### config.mk
export PLATFORM = sky130hd
export DESIGN_NAME = rgb2hsi_pipe_flat
export DESIGN_NICKNAME = d
export VERILOG_FILES = /design/src/rtl/rgb2hsi_pipe_if.sv /design/src/rtl/rgb2hsi_pipe.sv /design/src/flat_wrapper.sv
export SDC_FILE = /design/constraint.sdc
export NUM_CORES = 2
export LEC_CHECK = 0
export BUFFER_PORTS_ARGS = -buffer_cell sky130_fd_sc_hd__clkbuf_2
export CAP_MARGIN = 15
export CORE_UTILIZATION = 55
export DETAILED_ROUTE_END_ITERATION = 12
export PLACE_DENSITY_LB_ADDON = 0.2
export SLEW_MARGIN = 20
export SYNTH_ARGS = -nofsm -noshare
export SYNTH_HDL_FRONTEND = slang
export SYNTH_SLANG_ARGS = --single-unit
export TNS_END_PERCENT = 1
### constraint.sdc
create_clock -name iCLK -period 15.9 [get_ports iCLK]
set_clock_uncertainty 0.15 [all_clocks]
set_input_delay 0.795 -clock iCLK [delete_from_list [all_inputs] [get_ports iCLK]]
set_output_delay 0.795 -clock iCLK [all_outputs]
set_load 0.03 [all_outputs]
### src/rtl/rgb2hsi_pipe_if.sv
// Pixel stream bundle for rgb2hsi_pipe: stall, input pixel with
// sideband, and the delayed HSI result.
interface rgb2hsi_pipe_if #(
  parameter int DW  = 8,
  parameter int SBW = 3
);
  logic           iEn;
  logic           iValid;
  logic [DW-1:0]  iR;
  logic [DW-1:0]  iG;
  logic [DW-1:0]  iB;
  logic [SBW-1:0] iSide;
  logic           oValid;
  logic [8:0]     oHue;
  logic [DW-1:0]  oSaturation;
  logic [DW-1:0]  oIntensity;
  logic [SBW-1:0] oSide;

  modport master (
    output iEn, iValid, iR, iG, iB, iSide,
    input  oValid, oHue, oSaturation, oIntensity, oSide
  );

  modport slave (
    input  iEn, iValid, iR, iG, iB, iSide,
    output oValid, oHue, oSaturation, oIntensity, oSide
  );
endinterface

### src/rtl/rgb2hsi_pipe.sv
// Pipelined RGB to HSI converter with restoring dividers,
// global stall and aligned valid/sideband delay line.
module rgb2hsi_pipe #(
  parameter int DW  = 8,
  parameter int SBW = 3
) (
  input  logic          iCLK,
  input  logic          iRST_N,
  rgb2hsi_pipe_if.slave bus
);
  localparam int ND  = DW;
  localparam int LAT = DW + 3;
  localparam int XW  = 2*DW + 3;
  localparam int K3  = 3 * ((1 << DW) - 1);
  localparam logic [DW-1:0] MAXV = '1;
  localparam logic [1:0] SEL_B = 2'd0;
  localparam logic [1:0] SEL_R = 2'd1;
  localparam logic [1:0] SEL_G = 2'd2;

  function automatic logic [XW:0] f_step(
    input logic [XW-1:0] rem,
    input logic [XW-1:0] den,
    input int            sh,
    input logic          en
  );
    logic [XW-1:0] d;
    d = den << sh;
    if (en && rem >= d) return {rem - d, 1'b1};
    return {rem, 1'b0};
  endfunction

  logic [DW-1:0]  r1_r, r1_g, r1_b, r1_min;
  logic [DW+1:0]  r1_sum;
  logic [1:0]     r1_sel;
  logic           r1_grey, r1_zero;

  logic [XW-1:0]  r_hrem [0:ND-1];
  logic [XW-1:0]  r_hden [0:ND-1];
  logic [XW-1:0]  r_srem [0:ND-1];
  logic [XW-1:0]  r_sden [0:ND-1];
  logic [XW-1:0]  r_irem [0:ND-1];
  logic [DW-1:0]  r_hq   [1:ND];
  logic [DW-1:0]  r_sq   [1:ND];
  logic [DW-1:0]  r_iq   [1:ND];
  logic [1:0]     r_sel  [0:ND];
  logic           r_grey [0:ND];
  logic           r_zero [0:ND];

  logic [8:0]     r_hue;
  logic [DW-1:0]  r_sat, r_int;
  logic [LAT-1:0] r_vsr;
  logic [SBW-1:0] r_ssr  [0:LAT-1];

  logic [DW-1:0]  w_min;
  logic [DW+1:0]  w_sum;
  logic [1:0]     w_sel;
  logic [XW-1:0]  w_r, w_g, w_b, w_hn, w_hd;
  logic [XW:0]    w_hs [0:ND-1];
  logic [XW:0]    w_ss [0:ND-1];
  logic [XW:0]    w_is [0:ND-1];
  logic [8:0]     w_hoff;

  always_comb begin
    w_sum = (DW+2)'(bus.iR) + (DW+2)'(bus.iG)
          + (DW+2)'(bus.iB);
    w_min = bus.iB;
    unique case (1'b1)
      (bus.iR <= bus.iG && bus.iR <= bus.iB): w_min = bus.iR;
      (bus.iG <  bus.iR && bus.iG <= bus.iB): w_min = bus.iG;
      default:                                w_min = bus.iB;
    endcase
    // equal values resolve to B first, then R
    if (w_min == bus.iB)      w_sel = SEL_B;
    else if (w_min == bus.iR) w_sel = SEL_R;
    else                      w_sel = SEL_G;
  end

  always_comb begin
    w_r  = XW'(r1_r);
    w_g  = XW'(r1_g);
    w_b  = XW'(r1_b);
    w_hn = '0;
    w_hd = '0;
    unique case (r1_sel)
      SEL_B: begin
        w_hn = XW'(120) * (w_g - w_b);
        w_hd = w_r + w_g - (w_b << 1);
      end
      SEL_R: begin
        w_hn = XW'(120) * (w_b - w_r);
        w_hd = w_b + w_g - (w_r << 1);
      end
      default: begin
        w_hn = XW'(120) * (w_r - w_g);
        w_hd = w_b + w_r - (w_g << 1);
      end
    endcase
  end

  // hue quotient never exceeds 120, so only its low 7 bits iterate
  always_comb begin
    for (int k = 0; k < ND; k++) begin
      w_hs[k] = f_step(r_hrem[k], r_hden[k], ND-1-k,
                       (ND-1-k) < 7);
      w_ss[k] = f_step(r_srem[k], r_sden[k], ND-1-k, 1'b1);
      w_is[k] = f_step(r_irem[k], XW'(3), ND-1-k, 1'b1);
    end
  end

  always_comb begin
    w_hoff = 9'd0;
    unique case (r_sel[ND])
      SEL_R:   w_hoff = 9'd120;
      SEL_G:   w_hoff = 9'd240;
      default: w_hoff = 9'd0;
    endcase
  end

  always_ff @(posedge iCLK) begin
    if (!iRST_N) begin
      r1_r    <= '0;
      r1_g    <= '0;
      r1_b    <= '0;
      r1_min  <= '0;
      r1_sum  <= '0;
      r1_sel  <= '0;
      r1_grey <= 1'b0;
      r1_zero <= 1'b0;
      for (int k = 0; k < ND; k++) begin
        r_hrem[k] <= '0;
        r_hden[k] <= '0;
        r_srem[k] <= '0;
        r_sden[k] <= '0;
        r_irem[k] <= '0;
      end
      for (int k = 1; k <= ND; k++) begin
        r_hq[k] <= '0;
        r_sq[k] <= '0;
        r_iq[k] <= '0;
      end
      for (int k = 0; k <= ND; k++) begin
        r_sel[k]  <= '0;
        r_grey[k] <= 1'b0;
        r_zero[k] <= 1'b0;
      end
      r_hue <= '0;
      r_sat <= '0;
      r_int <= '0;
      r_vsr <= '0;
      for (int k = 0; k < LAT; k++) r_ssr[k] <= '0;
    end else if (bus.iEn) begin
      r1_r    <= bus.iR;
      r1_g    <= bus.iG;
      r1_b    <= bus.iB;
      r1_min  <= w_min;
      r1_sum  <= w_sum;
      r1_sel  <= w_sel;
      r1_grey <= (bus.iR == bus.iG) && (bus.iG == bus.iB);
      r1_zero <= (w_sum == '0);

      r_hrem[0] <= w_hn;
      r_hden[0] <= w_hd;
      r_srem[0] <= XW'(r1_min) * XW'(K3);
      r_sden[0] <= XW'(r1_sum);
      r_irem[0] <= XW'(r1_sum);
      r_sel[0]  <= r1_sel;
      r_grey[0] <= r1_grey;
      r_zero[0] <= r1_zero;

      for (int k = 0; k < ND-1; k++) begin
        r_hrem[k+1] <= w_hs[k][XW:1];
        r_srem[k+1] <= w_ss[k][XW:1];
        r_irem[k+1] <= w_is[k][XW:1];
        r_hden[k+1] <= r_hden[k];
        r_sden[k+1] <= r_sden[k];
      end
      r_hq[1] <= DW'(w_hs[0][0]);
      r_sq[1] <= DW'(w_ss[0][0]);
      r_iq[1] <= DW'(w_is[0][0]);
      for (int k = 1; k < ND; k++) begin
        r_hq[k+1] <= {r_hq[k][DW-2:0], w_hs[k][0]};
        r_sq[k+1] <= {r_sq[k][DW-2:0], w_ss[k][0]};
        r_iq[k+1] <= {r_iq[k][DW-2:0], w_is[k][0]};
      end
      for (int k = 0; k < ND; k++) begin
        r_sel[k+1]  <= r_sel[k];
        r_grey[k+1] <= r_grey[k];
        r_zero[k+1] <= r_zero[k];
      end

      r_hue <= r_grey[ND] ? 9'd0
             : 9'(r_hq[ND][6:0]) + w_hoff;
      r_sat <= r_zero[ND] ? '0 : MAXV - r_sq[ND];
      r_int <= r_iq[ND];

      r_vsr    <= {r_vsr[LAT-2:0], bus.iValid};
      r_ssr[0] <= bus.iSide;
      for (int k = 0; k < LAT-1; k++) r_ssr[k+1] <= r_ssr[k];
    end
  end

  assign bus.oValid      = r_vsr[LAT-1];
  assign bus.oHue        = r_hue;
  assign bus.oSaturation = r_sat;
  assign bus.oIntensity  = r_int;
  assign bus.oSide       = r_ssr[LAT-1];
endmodule

### src/flat_wrapper.sv
// flat-port wrapper written by rule: the top's interface ports become plain ports
module rgb2hsi_pipe_flat 
#(
  parameter int DW  = 8,
  parameter int SBW = 3
)
  (iCLK, iRST_N, bus_iEn, bus_iValid, bus_iR, bus_iG, bus_iB, bus_iSide, bus_oValid, bus_oHue, bus_oSaturation, bus_oIntensity, bus_oSide);
  rgb2hsi_pipe_if #(.DW(DW), .SBW(SBW)) bus_i ();
  input  logic iCLK;
  input  logic iRST_N;
  input wire logic [$bits(bus_i.iEn)-1:0] bus_iEn;
  input wire logic [$bits(bus_i.iValid)-1:0] bus_iValid;
  input wire logic [$bits(bus_i.iR)-1:0] bus_iR;
  input wire logic [$bits(bus_i.iG)-1:0] bus_iG;
  input wire logic [$bits(bus_i.iB)-1:0] bus_iB;
  input wire logic [$bits(bus_i.iSide)-1:0] bus_iSide;
  output wire logic [$bits(bus_i.oValid)-1:0] bus_oValid;
  output wire logic [$bits(bus_i.oHue)-1:0] bus_oHue;
  output wire logic [$bits(bus_i.oSaturation)-1:0] bus_oSaturation;
  output wire logic [$bits(bus_i.oIntensity)-1:0] bus_oIntensity;
  output wire logic [$bits(bus_i.oSide)-1:0] bus_oSide;
  assign bus_i.iEn = bus_iEn;
  assign bus_i.iValid = bus_iValid;
  assign bus_i.iR = bus_iR;
  assign bus_i.iG = bus_iG;
  assign bus_i.iB = bus_iB;
  assign bus_i.iSide = bus_iSide;
  assign bus_oValid = bus_i.oValid;
  assign bus_oHue = bus_i.oHue;
  assign bus_oSaturation = bus_i.oSaturation;
  assign bus_oIntensity = bus_i.oIntensity;
  assign bus_oSide = bus_i.oSide;
  rgb2hsi_pipe #(.DW(DW), .SBW(SBW)) u_core (.iCLK(iCLK), .iRST_N(iRST_N), .bus(bus_i));
endmodule
Word-level counts from Yosys, hierarchy flattened
Memories as Yosys holds them, arrays and structs flattened. A register that Yosys moved wholly into a read port is not among the register bits.
Index checks and enable logic that the tools add are counted.
Storage, ports and cells
  latch bits: 0
  output and inout port bits: 29
  input port bits: 31
  word-level logic and storage cells: 385
  bits in writable memories: 1021
  bits in registers: 74
  ROM bits: 0
  memories kept: 12
Memories
  u_core.r_hden: words 8, width 19, read ports 8, clocked after memory_dff 0, wr ports 8, RTL line rgb2hsi_pipe.sv:38  | logic [XW-1:0] r_hden [0:ND-1];
  u_core.r_hrem: words 8, width 19, read ports 8, clocked after memory_dff 0, wr ports 8, RTL line rgb2hsi_pipe.sv:37  | logic [XW-1:0] r_hrem [0:ND-1];
  u_core.r_irem: words 8, width 19, read ports 8, clocked after memory_dff 0, wr ports 8, RTL line rgb2hsi_pipe.sv:41  | logic [XW-1:0] r_irem [0:ND-1];
  u_core.r_sden: words 8, width 19, read ports 8, clocked after memory_dff 0, wr ports 8, RTL line rgb2hsi_pipe.sv:40  | logic [XW-1:0] r_sden [0:ND-1];
  u_core.r_srem: words 8, width 19, read ports 8, clocked after memory_dff 0, wr ports 8, RTL line rgb2hsi_pipe.sv:39  | logic [XW-1:0] r_srem [0:ND-1];
  u_core.r_hq: words 8, width 8, read ports 8, clocked after memory_dff 0, wr ports 8, RTL line rgb2hsi_pipe.sv:42  | logic [DW-1:0] r_hq [1:ND];
  +6 memories
Operators by class
  add/subtract/negate cells: 33
  magnitude comparators: 27
  equal/unequal tests: 7
  reduce and logical (&&, ||, !) cells: 6
  multiplexer cells: 183
  multipliers: 4
  shift operators: 0
  div/mod/pow operators: 0
  bitwise operators: 102
Operators by type and width (number)
  20-bit two-way mux: 40
  19-bit two-way mux: 40
  19-bit greater-or-equal comparator: 15
  19-bit subtractor: 13
  8-bit two-way mux: 25
  1-bit OR: 102
  19-bit case mux with 2 select lines: 2
  4-bit by 19-bit multiplier with 16-bit output (first input constant): 3
  19-bit by 9-bit subtractor with 19-bit output: 3
  1-bit two-way mux: 51
  8-bit by 8-bit adder with 9-bit output: 4
  3-bit two-way mux: 11
  8-bit equality test: 4
  8-bit case mux with 2 select lines: 2
  8-bit by 8-bit subtractor with 9-bit output: 3
  8-bit <= comparator: 3
  2-bit two-way mux: 11
  19-bit by 2-bit greater-or-equal comparator with 1-bit output (second input constant): 1
  19-bit by 3-bit greater-or-equal comparator with 1-bit output (second input constant): 1
  19-bit by 4-bit greater-or-equal comparator with 1-bit output (second input constant): 1
  19-bit by 5-bit greater-or-equal comparator with 1-bit output (second input constant): 1
  19-bit by 6-bit greater-or-equal comparator with 1-bit output (second input constant): 1
  19-bit by 7-bit greater-or-equal comparator with 1-bit output (second input constant): 1
  19-bit by 8-bit greater-or-equal comparator with 1-bit output (second input constant): 1
  other kinds (20): 23

Logic depth before layout (Yosys ltp)
  word-level depth: 6
  depth in mapped cells: 23
  mapped depth without buffers: 23

Least setup slack after synthesis
No wires, ideal clock.
  path kind: input to register
  from: in bus_iEn
  to: mem u_core.r_grey[0][0] (enable)
  slack: -1.138 ns
  setup time: 1.092 ns
  buffers on the path: 2
  data required time: 14.658 ns
  arrival: 15.796 ns
  stages on the path: 4
  cell sequence: clkbuf_1 -> nor2_1 -> clkbuf_1 -> inv_1
RTL lines
  start: declaration: RTL line flat_wrapper.sv:11  | input wire logic [$bits(bus_i.iEn)-1:0] bus_iEn;
  end: declaration: RTL line rgb2hsi_pipe.sv:46  | logic r_grey [0:ND];

==> reports/metrics.csv <==
stage,metric,value,unit
drt,drtIter0Drc,2007,
clocking,worstSkewPairLatency,0.65,ns
timing,layout_setup_ws,10.56,ns
floorplan,die_x,306,um
global_route,antenna_found_initial,1,
power,internal-power,5.30,mW
timing,post-route-min-period,5.34,ns
timing,finalHoldViolations,0,
timing,slew_violations,0,
setup_path,worstSetupPathType,register to register,
hold_path,hp-class,primary input to register,
timing,setup_violations,0,
status,status,finished clean,
power,p_leak,23.7,nW
synth,synth.distinct_cells,89,
clocking,root_buffer,clkbuf_16,
drt,ant_nets,0,
hold_path,worstHoldStart,bus_iValid,
global_route,grt_max_degree,210,
layout,antennaDiodeCount,0,
synth,ys_ff_latch,836,
drt,drtPass1Iterations,7,
place,pre_cts_slack,10.57,ns
power,p_per_area,145,mW/mm2
layout,fillerInstances,7537,
setup_path,startpoint_type,register,
global_route,grt_pass1_wl,163000,um
clocking,numCtsBuffers,90,
drt,totalWireLength,99000,um
synth,async_reset_ff_share,0,%
setup_path,cp_max_fo,9,
drt,wl_per_cell,16.4,um
place,io_buffers,59,
clocking,clock_path_buffers,3,
layout,layout.nets,5302,
timing,rsz0062_at_grt,no,
synth,yosysSeqAreaShare,47.8,%
synth,synth_area_per_cell,10.6,um2
timing,fmax,187,MHz
timing,period_share,33.6,%
drt,route.met2.wl,46700,um
synth,synth_area,0.0508,mm2
synth,synth_fp_nets,5313,
clocking,postCtsResizedCells,0,
drt,wl_met1,45900,um
power,seqPwrFrac,35.5,%
place,place.gp.congestion,0.931,
synth,netlist_instances,4791,
run,maxCapViolCount,0,
global_route,overflow,0,
clocking,cts_tree,yes,
layout,drive_above_1_share,5.67,%
setup_path,cp_data_arrival_time,5.55,ns
power,p_clk_share,26.1,%
place,hpwl,70800,um
setup_path,critPathCaptureType,register,
floorplan,die_area,0.0935,mm2
setup_path,crit_start,u_core.r1_b[1]$_SDFFE_PN0P_,
synth,synth_flop_cell,edfxtp_1,
clocking,clkTransAtPathRegs,0.06,ns
drt,topRoutingLayerUsed,met4,
clocking,postCtsHoldBufs,0,
drt,post-route-drc-count,0,
timing,worst_pin_slew,1.07,ns
global_route,grt_pass1_vias,32603,
layout,area_growth,8.49,%
floorplan,row_count,111,
drt,num_vias,33319,
timing,max_slew_margin,28.7,%
floorplan,io_pins,60,
synth,synth-edff-count,754,
power,swShare,33.8,%
clocking,clock-sinks,836,
floorplan,core-area,0.0915,mm2
clocking,post_cts_buffers,0,
power,switchingPower,2.71,mW
global_route,gr-usage-all-layers,21.1,%
power,power_frac_comb,38.4,%
drt,wl_met3,3480,um
timing,tns,0,ns
power,ir_drop,0.111,mV
setup_path,cp_data_required_time,16.12,ns
floorplan,die_h,306,um
clocking,htreeDepth,3,
synth,yosys_warnings,0,
floorplan,start_util,55.5,%
setup_path,reg2reg_from,u_core.r1_b[1]$_SDFFE_PN0P_,
drt,viasPerCell,5.52,
==> flip-flops by register name, indices dropped and copies added (netlist names), 9 cells and up <==
| signal | flops |
|---|---|
| u_core.r_vsr | 11 |
| u_core.r_ssr | 33 |
| u_core.r_hden | 128 |
| u_core.r_zero | 9 |
| u_core.r_irem | 135 |
| u_core.r_sden | 42 |
| u_core.r_sel | 18 |
| u_core.r_hq | 28 |
| u_core.r_grey | 9 |
| u_core.r_srem | 151 |
| u_core.r_iq | 36 |
| u_core.r1_sum | 10 |
| u_core.r_sq | 36 |
| u_core.bus.oHue | 9 |
| u_core.r_hrem | 129 |
==> synthesized netlist by cell type (all sizes together), types with 54 or more instances <==
cell type	count	area share [%]
and3	248	3.1
fa	93	3.7
nor2b	67	0.83
mux2i	170	3.4
edfxtp	754	45
inv	431	3.2
clkbuf	155	1.1
a211oi	54	0.81
dfxtp	82	3.2
xor2	85	1.5
nor3	95	0.97
nand2	152	1.1
a21o	77	1.1
o21ai	153	1.5
xnor2	205	3.5
nor2	684	5.1
a21oi	251	2.5
ha	398	9.8
==> cell families (layout without fill, tap and decap cells) <==
logic type      count (synthesis)  count (layout)  share of synthesized area [%]
compound gates                823             823                           10.5
xor+xnor                      290             290                           5.00
fa+ha+maj                     492             492                           13.5
buf+inv                       618             678                           4.65
flops                         836             836                           47.8
mux                           175             175                           3.46
simple gates                 1557            1557                           15.0
==> critical path: stages, from the launching register on <==
cell and delay, ns:
dfxtp_1 0.61, inv_1 0.19, ha_1 0.34, a21oi_1 0.07
o21bai_1 0.19, xor2_1 0.54, fa_1 0.51, inv_1 0.09
fa_1 0.41, inv_1 0.06, ha_1 0.26, a21oi_1 0.21
o21ai_0 0.16, a2111oi_0 0.45, nor3_1 0.16, a31o_2 0.28
xnor2_1 0.13, a22oi_1 0.16, o41ai_1 0.09
==> power groups by stage <==
stage	Combinational [mW]	Sequential, mW	Clock [mW]
global route	3.49	2.87	2.22
finish	3.07	2.84	2.09
detailed placement	3.07	2.88	0
floorplan	2.48	2.87	0
CTS	3.09	2.84	2.14
global placement	3.03	2.88	0
==> metrics by stage <==
stage | total power, mW | instance area [um2] | std cells | hold slack [ns] | utilization, %
after floorplan | 5.35 | 50800 | 4791 | 0.267 | -
after global placement | 5.91 | 52100 | 5874 | 0.300 | 56.9
after detailed placement | 5.96 | 52100 | 5874 | 0.291 | 56.9
after CTS | 8.07 | 55100 | 6037 | 0.225 | 60.2
after global routing | 8.58 | 55100 | 6037 | 0.234 | 60.2
final | 8.00 | 55100 | 6037 | 0.261 | 60.2
==> area by class of cell <==
| cell class | count | area [um2] | share of cell area [%] |
|---|---|---|---|
| flip-flops and latches | 836 | 24300 | 44.1 |
| clock buffers | 106 | 2370 | 4.31 |
| inverters | 433 | 1630 | 2.97 |
| clock inverters | 57 | 618 | 1.12 |
| well taps | 1186 | 1480 | 2.69 |
| multi-input cells | 3337 | 24200 | 43.9 |
| repair buffers | 82 | 524 | 0.952 |
==> path summary, 6_finish.rpt <==
path                                             end  slack, ns  depth (start not counted)
hold reg to reg        u_core.r1_sum[5]$_SDFFE_PN0P_       0.33                          1
setup / recovery  u_core.r_hrem[0][14]$_SDFFCE_PN0P_      10.56                         18
hold / removal          u_core.r_vsr[0]$_SDFFE_PN0P_       0.26                          3
setup reg to reg  u_core.r_hrem[0][14]$_SDFFCE_PN0P_      10.56                         18
==> cells in the final DEF, fill, tap and decap left out, types with 13 or more instances in the layout <==
cell type / instances
a2111oi_0: 15
a211oi_1: 53
a21boi_0: 25
a21o_1: 77
a21oi_1: 249
a31oi_1: 24
and2_1: 25
and3_1: 248
buf_4: 20
clkbuf_16: 92
clkbuf_2: 57
clkinv_1: 18
clkinv_2: 13
dfxtp_1: 81
edfxtp_1: 754
fa_1: 93
ha_1: 398
inv_1: 430
mux2i_1: 170
nand2_1: 150
nand2b_1: 36
nand3_1: 43
nand4_1: 36
nor2_1: 681
nor2b_1: 67
nor3_1: 92
nor4_1: 48
o211ai_1: 22
o21a_1: 38
o21ai_0: 143
o21bai_1: 39
or2_2: 14
or3_1: 47
or4_1: 18
xnor2_1: 205
xor2_1: 85
==> metal layers <==
metal / vias to the layer above / track usage, %
li1: 17085 / -
met2: 528 / 35.9
met4: 0 / 6.98
met5: - / 0
met1: 15516 / 28.0
met3: 190 / 2.78
No activity file was read; power rests on OpenSTA's default activity.
